[config.mk]
export PLATFORM = sky130hd
export DESIGN_NAME = mux_arbiter
export DESIGN_NICKNAME = d
export VERILOG_FILES = /design/src/rtl/mux_arbiter.sv
export SDC_FILE = /design/constraint.sdc
export NUM_CORES = 1
export LEC_CHECK = 0
export BUFFER_PORTS_ARGS = -buffer_cell sky130_fd_sc_hd__buf_2
export CAP_MARGIN = 0
export CORE_AREA = 3 3 49 51
export CTS_BUF_LIST = sky130_fd_sc_hd__clkbuf_8
export DETAILED_ROUTE_END_ITERATION = 10
export DIE_AREA = 0 0 52 54
export PLACE_DENSITY = 0.89
export SYNTH_ARGS = -nofsm -noshare
export SYNTH_HDL_FRONTEND = slang
export SYNTH_SLANG_ARGS = --single-unit
[constraint.sdc]
create_clock -name clk -period 4.9 [get_ports clk]
set_input_delay 0.98 -clock clk [delete_from_list [all_inputs] [get_ports clk]]
set_output_delay 0.98 -clock clk [all_outputs]
set_load 0.01 [all_outputs]
[src/rtl/mux_arbiter.sv]
// Round-robin N:1 mux arbiter with a bounded ownership period.
// Every ownership is followed by at least one idle cycle, which gives the mux a dead cycle to switch.
module mux_arbiter #(
    parameter int N        = 4,
    parameter int W        = 8,
    parameter int MAX_HOLD = 8
) (
    input  logic                 clk,
    input  logic                 reset,
    input  logic [N-1:0]         req,
    input  logic [N*W-1:0]       data_in,
    output logic [N-1:0]         grant,
    output logic [$clog2(N)-1:0] sel,
    output logic [W-1:0]         data_out,
    output logic                 valid_out,
    output logic                 preempt
);

    localparam int SW = $clog2(N);
    // A one-bit counter still works for MAX_HOLD=1 because its limit is then 0.
    localparam int HW = (MAX_HOLD > 1) ? $clog2(MAX_HOLD) : 1;

    typedef enum logic {IDLE = 1'b0, OWN = 1'b1} state_t;

    state_t        state_reg, state_next;
    logic [SW-1:0] owner_reg, owner_next;
    logic [SW-1:0] ptr_reg,   ptr_next;
    logic [HW-1:0] hold_reg,  hold_next;
    logic          preempt_reg, preempt_next;

    logic [W-1:0]  slice [N];
    logic [N-1:0]  rot_req;
    logic [SW:0]   cand;
    logic [SW-1:0] pick;
    logic          found;
    logic [SW-1:0] owner_inc;

    genvar gi;
    generate
        for (gi = 0; gi < N; gi++) begin : g_slice
            assign slice[gi] = data_in[gi*W +: W];
        end
    endgenerate

    // Rotate so that bit 0 of rot_req is the requester at ptr; the first set bit wins.
    always_comb begin
        rot_req = N'({req, req} >> ptr_reg);
        found   = 1'b0;
        pick    = '0;
        cand    = '0;
        for (int k = 0; k < N; k++) begin
            if (!found && rot_req[k]) begin
                found = 1'b1;
                cand  = {1'b0, ptr_reg} + (SW+1)'(k);
                if (cand >= (SW+1)'(N)) begin
                    cand = cand - (SW+1)'(N);
                end
                pick = cand[SW-1:0];
            end
        end
    end

    assign owner_inc = (owner_reg == SW'(N-1)) ? '0 : owner_reg + 1'b1;

    always_ff @(posedge clk or negedge reset) begin
        if (!reset) begin
            state_reg   <= IDLE;
            owner_reg   <= '0;
            ptr_reg     <= '0;
            hold_reg    <= '0;
            preempt_reg <= 1'b0;
        end else begin
            state_reg   <= state_next;
            owner_reg   <= owner_next;
            ptr_reg     <= ptr_next;
            hold_reg    <= hold_next;
            preempt_reg <= preempt_next;
        end
    end

    always_comb begin
        state_next   = state_reg;
        owner_next   = owner_reg;
        ptr_next     = ptr_reg;
        hold_next    = hold_reg;
        preempt_next = 1'b0;
        case (state_reg)
            IDLE: begin
                if (found) begin
                    state_next = OWN;
                    owner_next = pick;
                    hold_next  = '0;
                end
            end
            OWN: begin
                // A drop of req takes priority over the hold limit, so it never counts as a preemption.
                if (!req[owner_reg]) begin
                    state_next = IDLE;
                    ptr_next   = owner_inc;
                end else if (hold_reg == HW'(MAX_HOLD-1)) begin
                    state_next   = IDLE;
                    ptr_next     = owner_inc;
                    preempt_next = 1'b1;
                end else begin
                    hold_next = hold_reg + 1'b1;
                end
            end
            default: begin
                state_next = IDLE;
            end
        endcase
    end

    always_comb begin
        grant     = '0;
        valid_out = 1'b0;
        data_out  = '0;
        if (state_reg == OWN) begin
            grant     = N'(1) << owner_reg;
            valid_out = 1'b1;
            data_out  = slice[owner_reg];
        end
    end

    assign sel     = owner_reg;
    assign preempt = preempt_reg;

endmodule
==> results list, run 1 <==
- In this run, distinct cell masters in the synthesized netlist total 28.
* Slew Limit Fails: 0
- Adding up every negative setup slack in the final design gives 0 ns.
- The count of buffers added on input and output ports is 53.
- Initial Utilization: 45.7%
* DR iter-0 viols: 33
- Commonest non-fill, non-tap cell in the layout: buf_2
- Standby leakage power: 0.000656 uW
- The cell area that synthesis handed to floorplanning was 906 um2.
- Nets: 179
- STA classifies the critical path endpoint as a primary output.
- The worst pin sits at a relative slew slack of 53.4%.
- IR analysis of the VDD net gives a maximum drop of 263 uV.
- Row count: 16
- Sequential share of the synthesized area: 24.9%
* Instance count along the most critical hold path: 2
* Clock tree from TritonCTS: done
- Total power per unit cell area: 545 mW/mm2
* CP arrival: 1.88 ns
- DR DRC count: 0
- CTS placed an instance of clkbuf_8 at the clock tree root.
- Count of pins on the block boundary: 54
- Flop-to-flop setup slack: 3.00 ns
- On the final layout, the worst clock skew is 0.00486 ns.
- The floorplan step defined a die boundary enclosing 0.00281 mm2.
* Kind of path behind the tightest hold check: register to register
- Setup violations remaining at the end of the flow were counted as 0.
* Height of the die: 54 um
* Max Fanout on Critical Path: 16
- Once detail routing completed, the nets flagged for antenna violations numbered 0.
* Top_reg_cell synth: dfrtp_1
- Total power: 669 uW
- Clock-pin slew was measured on the worst setup and hold paths at 0.05 ns.
* Cell count after synthesis: 81
* EDFF count, synth: 0
- From synthesis to final layout, the design area changed by 35.4%.
- In this run the most critical hold path is launched from hold_reg[1]$_DFFE_PN0P_.
* Initial antenna violation count: 0
- Endpoint of the worst register-to-register path: ptr_reg[0]$_DFFE_PN0P_
- The worst path in the final design needs a cycle of 2.86 ns, including I/O delays and setup.
- The startpoint identified for the worst register-to-register timing path is sel[1]$_DFFE_PN0P_.
* Share of synthesized flip-flops with an asynchronous set or reset: 100%
- Timing would allow up to 350 MHz.
- The routed layout has 900 vias.
* Data required, critical path: 3.92 ns
* Estimated wirelength of the detail-placed design: 1960 um
- Counting the buffers created by CTS gives 3.
- Run status: complete, no violations
* Drt via density: 5.59
* Critical setup path kind: register to primary output
- The library cells used most frequently in the layout, excluding fill and tap cells, are buf_2 (53), and2_1 (12), dfrtp_1 (9).
- The clock net in this run drives a total of 9 sinks.
- The first global-routing pass estimated 3750 um of wire.
* FF+latch count, synth: 9
* H-tree levels: 1
- Count of final hold-check violations: 0
- STA classifies the critical path startpoint as a register.
- In this run the deepest clock path goes through 2 buffers.
- Routability-driven placement congestion ratio: 0.728
- The floorplan step defined a core boundary enclosing 0.00198 mm2.
- Hold Path End: hold_reg[1]$_DFFE_PN0P_
- For this design, the CTS-stage hold fixing added 0 buffers.
- Ratio of final minimum period to clock period: 58.3%
- The number of nets handed over by synthesis was 125.
- After detailed routing, the average wire length per cell comes to 15.2 um.
- Actual slew at the worst max-slew pin: 0.699 ns
- Number of global-route vias before repair: 882
- Syn Area/Cell: 11.2 um2
* Max FFs per register: 3
* Width of the chip: 52 um
* Max cap viols: 0
- GRT Resource Usage Total: 18.1%
- Entering global routing, the biggest net connects 25 pins.
- Summed over all layers, the routed wires come to 2450 um.
* Setup repair after global routing missed its margin: no
- Count of antenna diodes in the layout: 0
- Fraction of layout instances using a drive strength above 1: 46.3%
* Final global-route overflow total: 0
- Once the clock tree was built, the resizer swapped 0 gates to a different size.
- The later pin in the worst-skew pair is clocked with a latency of 0.24 ns.
- Drt first pass iters: 4
- Cells on worst reg2reg path: 4
- Buffers added to address setup during post-CTS repair amount to 0.
- YS warnings: 0
final cells by class:
class                           count  area, um2
Sequential cell                     9        225
Tap cell                           27       33.8
Timing Repair Buffer               53        265
Multi-Input combinational cell     64        642
Clock inverter                      1       3.75
Fill cell                         167        756
Clock buffer                        3       41.3
Inverter                            4       15.0
routing by layer:
layer	part of all wire (%)	GRT usage, %	vias to the layer above	routed length [um]
met3	14	4.99	6	338
li1	-	-	409	-
met4	2.0	9.17	0	49
met2	50	34.1	59	1220
met5	0	0	-	0
met1	34	18.2	426	844
stage by stage:
step                      instance area [um2]  cells  setup WS (ns)  utilization [%]  hold slack, ns
final                                    1230    161           2.04             61.9           0.535
after global routing                     1230    161           1.92             61.9           0.565
after CTS                                1230    161           2.01             61.9           0.544
after detailed placement                 1180    157           2.05             59.6           0.535
after global placement                   1180    157           2.06             59.6           0.507
after floorplan                           906     81           2.29                -           0.494
cell families after synthesis:
logic type	Yosys count	synth area share (%)
AO/OA/AOI/OAI	10	9.53
XOR/XNOR	1	0.967
adder cells (fa/ha/maj)	6	8.29
buffers and inverters	8	4.28
flip-flops	9	24.9
multiplexers	15	32.7
AND/OR/NAND/NOR	32	19.3
where the power goes:
group,internal [uW],switching (uW)
Sequential,104,84.4
Combinational,226,167
Clock,54.8,31.9
Total,385,284
synth_stat cells (3+ instances only):
library cell	n	area [um2]
mux4_1	8	210
and2_1	12	75.1
ha_1	6	75.1
mux2_4	3	45.0
inv_1	4	15.0
dfrtp_1	9	225
nor2_1	6	22.5
nor2b_1	3	18.8
mux2i_1	3	30.0
nand2_1	5	18.8
how the worst max path moves through the flow:
stage                                   from  slack, ns  depth (start not counted)     endpoint
after global placement           data_in[14]       2.06                          4  data_out[6]
after CTS                 sel[0]$_DFFE_PN0P_       2.01                          3  data_out[4]
final                     sel[0]$_DFFE_PN0P_       2.04                          3  data_out[4]
after floorplan                   data_in[8]       2.29                          2  data_out[0]
after detailed placement         data_in[12]       2.05                          4  data_out[4]
after global routing      sel[0]$_DFFE_PN0P_       1.92                          3  data_out[3]
worst max-delay path: stages, from the launching register on:
cell,delay [ns]
dfrtp_1,0.71
mux4_1,0.62
and2_1,0.17
buf_2,0.14
Note: power is estimated with default switching activity, not from simulation.
==> run 2, diff against run 1 <==
==> constraint.sdc (replaced) <==
create_clock -name clk -period 2.8 [get_ports clk]
set_input_delay 0.56 -clock clk [delete_from_list [all_inputs] [get_ports clk]]
set_output_delay 0.56 -clock clk [all_outputs]
set_load 0.01 [all_outputs]
==> results list, run 2 (same netlist as run 1, synthesis figures left out) <==
- Setup TNS Final: 0 ns
- The library cell used most frequently in the layout, excluding fill and tap cells, is buf_2.
- The clock period could shrink to 2.43 ns.
- The number of global-route vias before repair is 849.
- For this run, the top clock speed supported by timing is 411 MHz.
* Count of fill cells added during filler insertion: 166
- For this design, the CTS-stage hold fixing added 0 buffers.
- The clock passes through at most 2 buffers.
- Clk Tree Root Cell: clkbuf_8
- Drt total wl: 2330 um
- Across the routed clock network, the largest skew measured is 0.000238 ns.
- The first detailed-routing pass took 4 iterations.
- Nature of the critical path endpoint: primary output
- In the final layout, flip-flops and latches occupy 225 um2.
- Fraction of met1 tracks used by global routing: 16.5%
- Drt via density: 5.22
- DR DRC count: 0
* Ratio of final minimum period to clock period: 86.8%
- TritonCTS sink count: 9
* Data required, critical path: 2.24 ns
* Clock slew seen by the registers of the worst setup and hold paths: 0.04 ns
- The total overflow left after global routing is 0.
* Count of antenna diodes in the layout: 0
* Standby leakage power: 0.000656 uW
- The number of antenna violations at the first check in global routing is 0.
* GRT Resource Usage Total: 17.1%
* Number of buffers added for setup after CTS: 0
* Area of the die: 0.00281 mm2
- The run finished with clean final reports.
* Setup repair after global routing missed its margin: no
- The worst setup path is launched from a register.
* Nets: 179
* Total power per unit cell area: 945 mW/mm2
- Max cap viols: 0
- The die is 52 um wide.
- For this run, global-route usage on met2 was measured as 32.0%.
* GRT busiest layer: met2
- At the end of routability-driven placement, the weighted congestion stood at 0.733.
- Global-route wire length before repair: 3530 um
- The initial utilization of the core area, before any placement, comes to 45.7%.
- Pin count of the biggest net entering global routing: 25
- Final design instance area without fill: 0.00123 mm2
- Total area of multi-input combinational cells: 642 um2
- Total number of vias: 841
- Highest-delay cell along the critical path: dfrtp_1
- The final-report max-slew violation count was 0.
- Beginning of the critical path: sel[0]$_DFFE_PN0P_
* DR iter-0 viols: 14
- Final setup viols: 0
- The worst-case IR drop observed on VDD is 561 uV.
- Number of nets still failing antenna checks after routing: 0
- Input and output buffers added on the ports amount to 53.
- The number of buffers and inverters on the critical path is 1.
* Area of the core: 0.00198 mm2
* CP arrival: 1.87 ns
- The area growth from synthesis to layout is 35.4%.
- CTS built an H-tree with a depth of 1.
- Dividing the detail-routed wire length by the instance count gives 14.5 um.
* Post-Place Cell Area: 0.00118 mm2
- Number of cells upsized or downsized after cts: 0
- Crit-path max cell delay: 0.70 ns
- Estimated wirelength of the detail-placed design: 1920 um
- For the pin with the worst max-slew slack, the measured transition is 0.680 ns.
* Clock latency on the worst-skew pair: 0.23 ns
* Relative slew margins: 54.7%
- Global routing consumed, on the met3 layer, 6.37% of the routing resources.
* Max FFs per register: 3
- Traced cell by cell, the critical path runs through mux4_1 -> and2_1 -> buf_2.
- Highest-count cells in the layout ignoring fill and taps: buf_2 (53), and2_1 (12), dfrtp_1 (9)
* Clock tree from TritonCTS: done
* Num CTS Buffers: 3
- 54 I/O pins were placed.
- The die is 54 um tall.
* Fraction of layout instances using a drive strength above 1: 46.3%
* Worst r2r src: sel[1]$_DFFE_PN0P_
* Max Fanout on Critical Path: 16
- The worst setup path is of the register to primary output kind.
- Count of final hold-check violations: 0
- Kind of path behind the tightest hold check: input pin to asynchronous set/reset pin
- In this design, the largest share of critical-path delay is due to flip-flops.
- Row count: 16
[run 2: cell counts in the layout (fill, tap and decap cells not counted)]
Identical to the previous run, type by type.
[run 2: per-stage QoR]
stage / total power, uW / worst slack, ns / instances / hold slack (ns) / util, %
CTS: 1170 / 0.341 / 161 / 0.174 / 61.9
global route: 1260 / 0.289 / 161 / 0.177 / 61.9
detailed placement: 1020 / 0.595 / 157 / 0.421 / 59.6
global placement: 985 / 0.664 / 157 / 0.415 / 59.6
floorplan: 816 / 0.786 / 81 / 0.264 / -
finish: 1160 / 0.370 / 161 / 0.168 / 61.9
[run 2: report_power, final]
| part | internal (uW) | switching (uW) | leakage (uW) | total [uW] |
|---|---|---|---|---|
| clock network | 95.4 | 50.4 | 0.0000269 | 146 |
| registers | 182 | 144 | 0.000113 | 326 |
| logic | 397 | 290 | 0.000517 | 687 |
[run 2: area by class of cell]
| type | instances | area share, % |
|---|---|---|
| clock buffer | 3 | 3.37 |
| clock inverter | 1 | 0.306 |
| inverter | 4 | 1.22 |
| multi-input combinational | 64 | 52.3 |
| sequential | 9 | 18.4 |
| tap | 27 | 2.76 |
| timing repair buffer | 53 | 21.6 |
[run 2: path summary, 6_finish.rpt]
kind,endpoint,slack [ns],depth (start not counted)
worst max-delay path,data_out[4],0.37,3
worst min-delay path,state_reg$_DFF_PN0_,0.17,1
worst max register to register,ptr_reg[1]$_DFFE_PN0P_,0.89,4
worst min register to register,hold_reg[2]$_DFFE_PN0P_,0.54,2
max in group asynchronous,hold_reg[1]$_DFFE_PN0P_,2.46,1
min in group clk,hold_reg[2]$_DFFE_PN0P_,0.54,2
[run 2: layer usage]
layer / wire length [um] / share of wire, %
met1: 847 / 36
met5: 0 / 0
met2: 1120 / 48
met4: 36 / 1.5
met3: 323 / 14
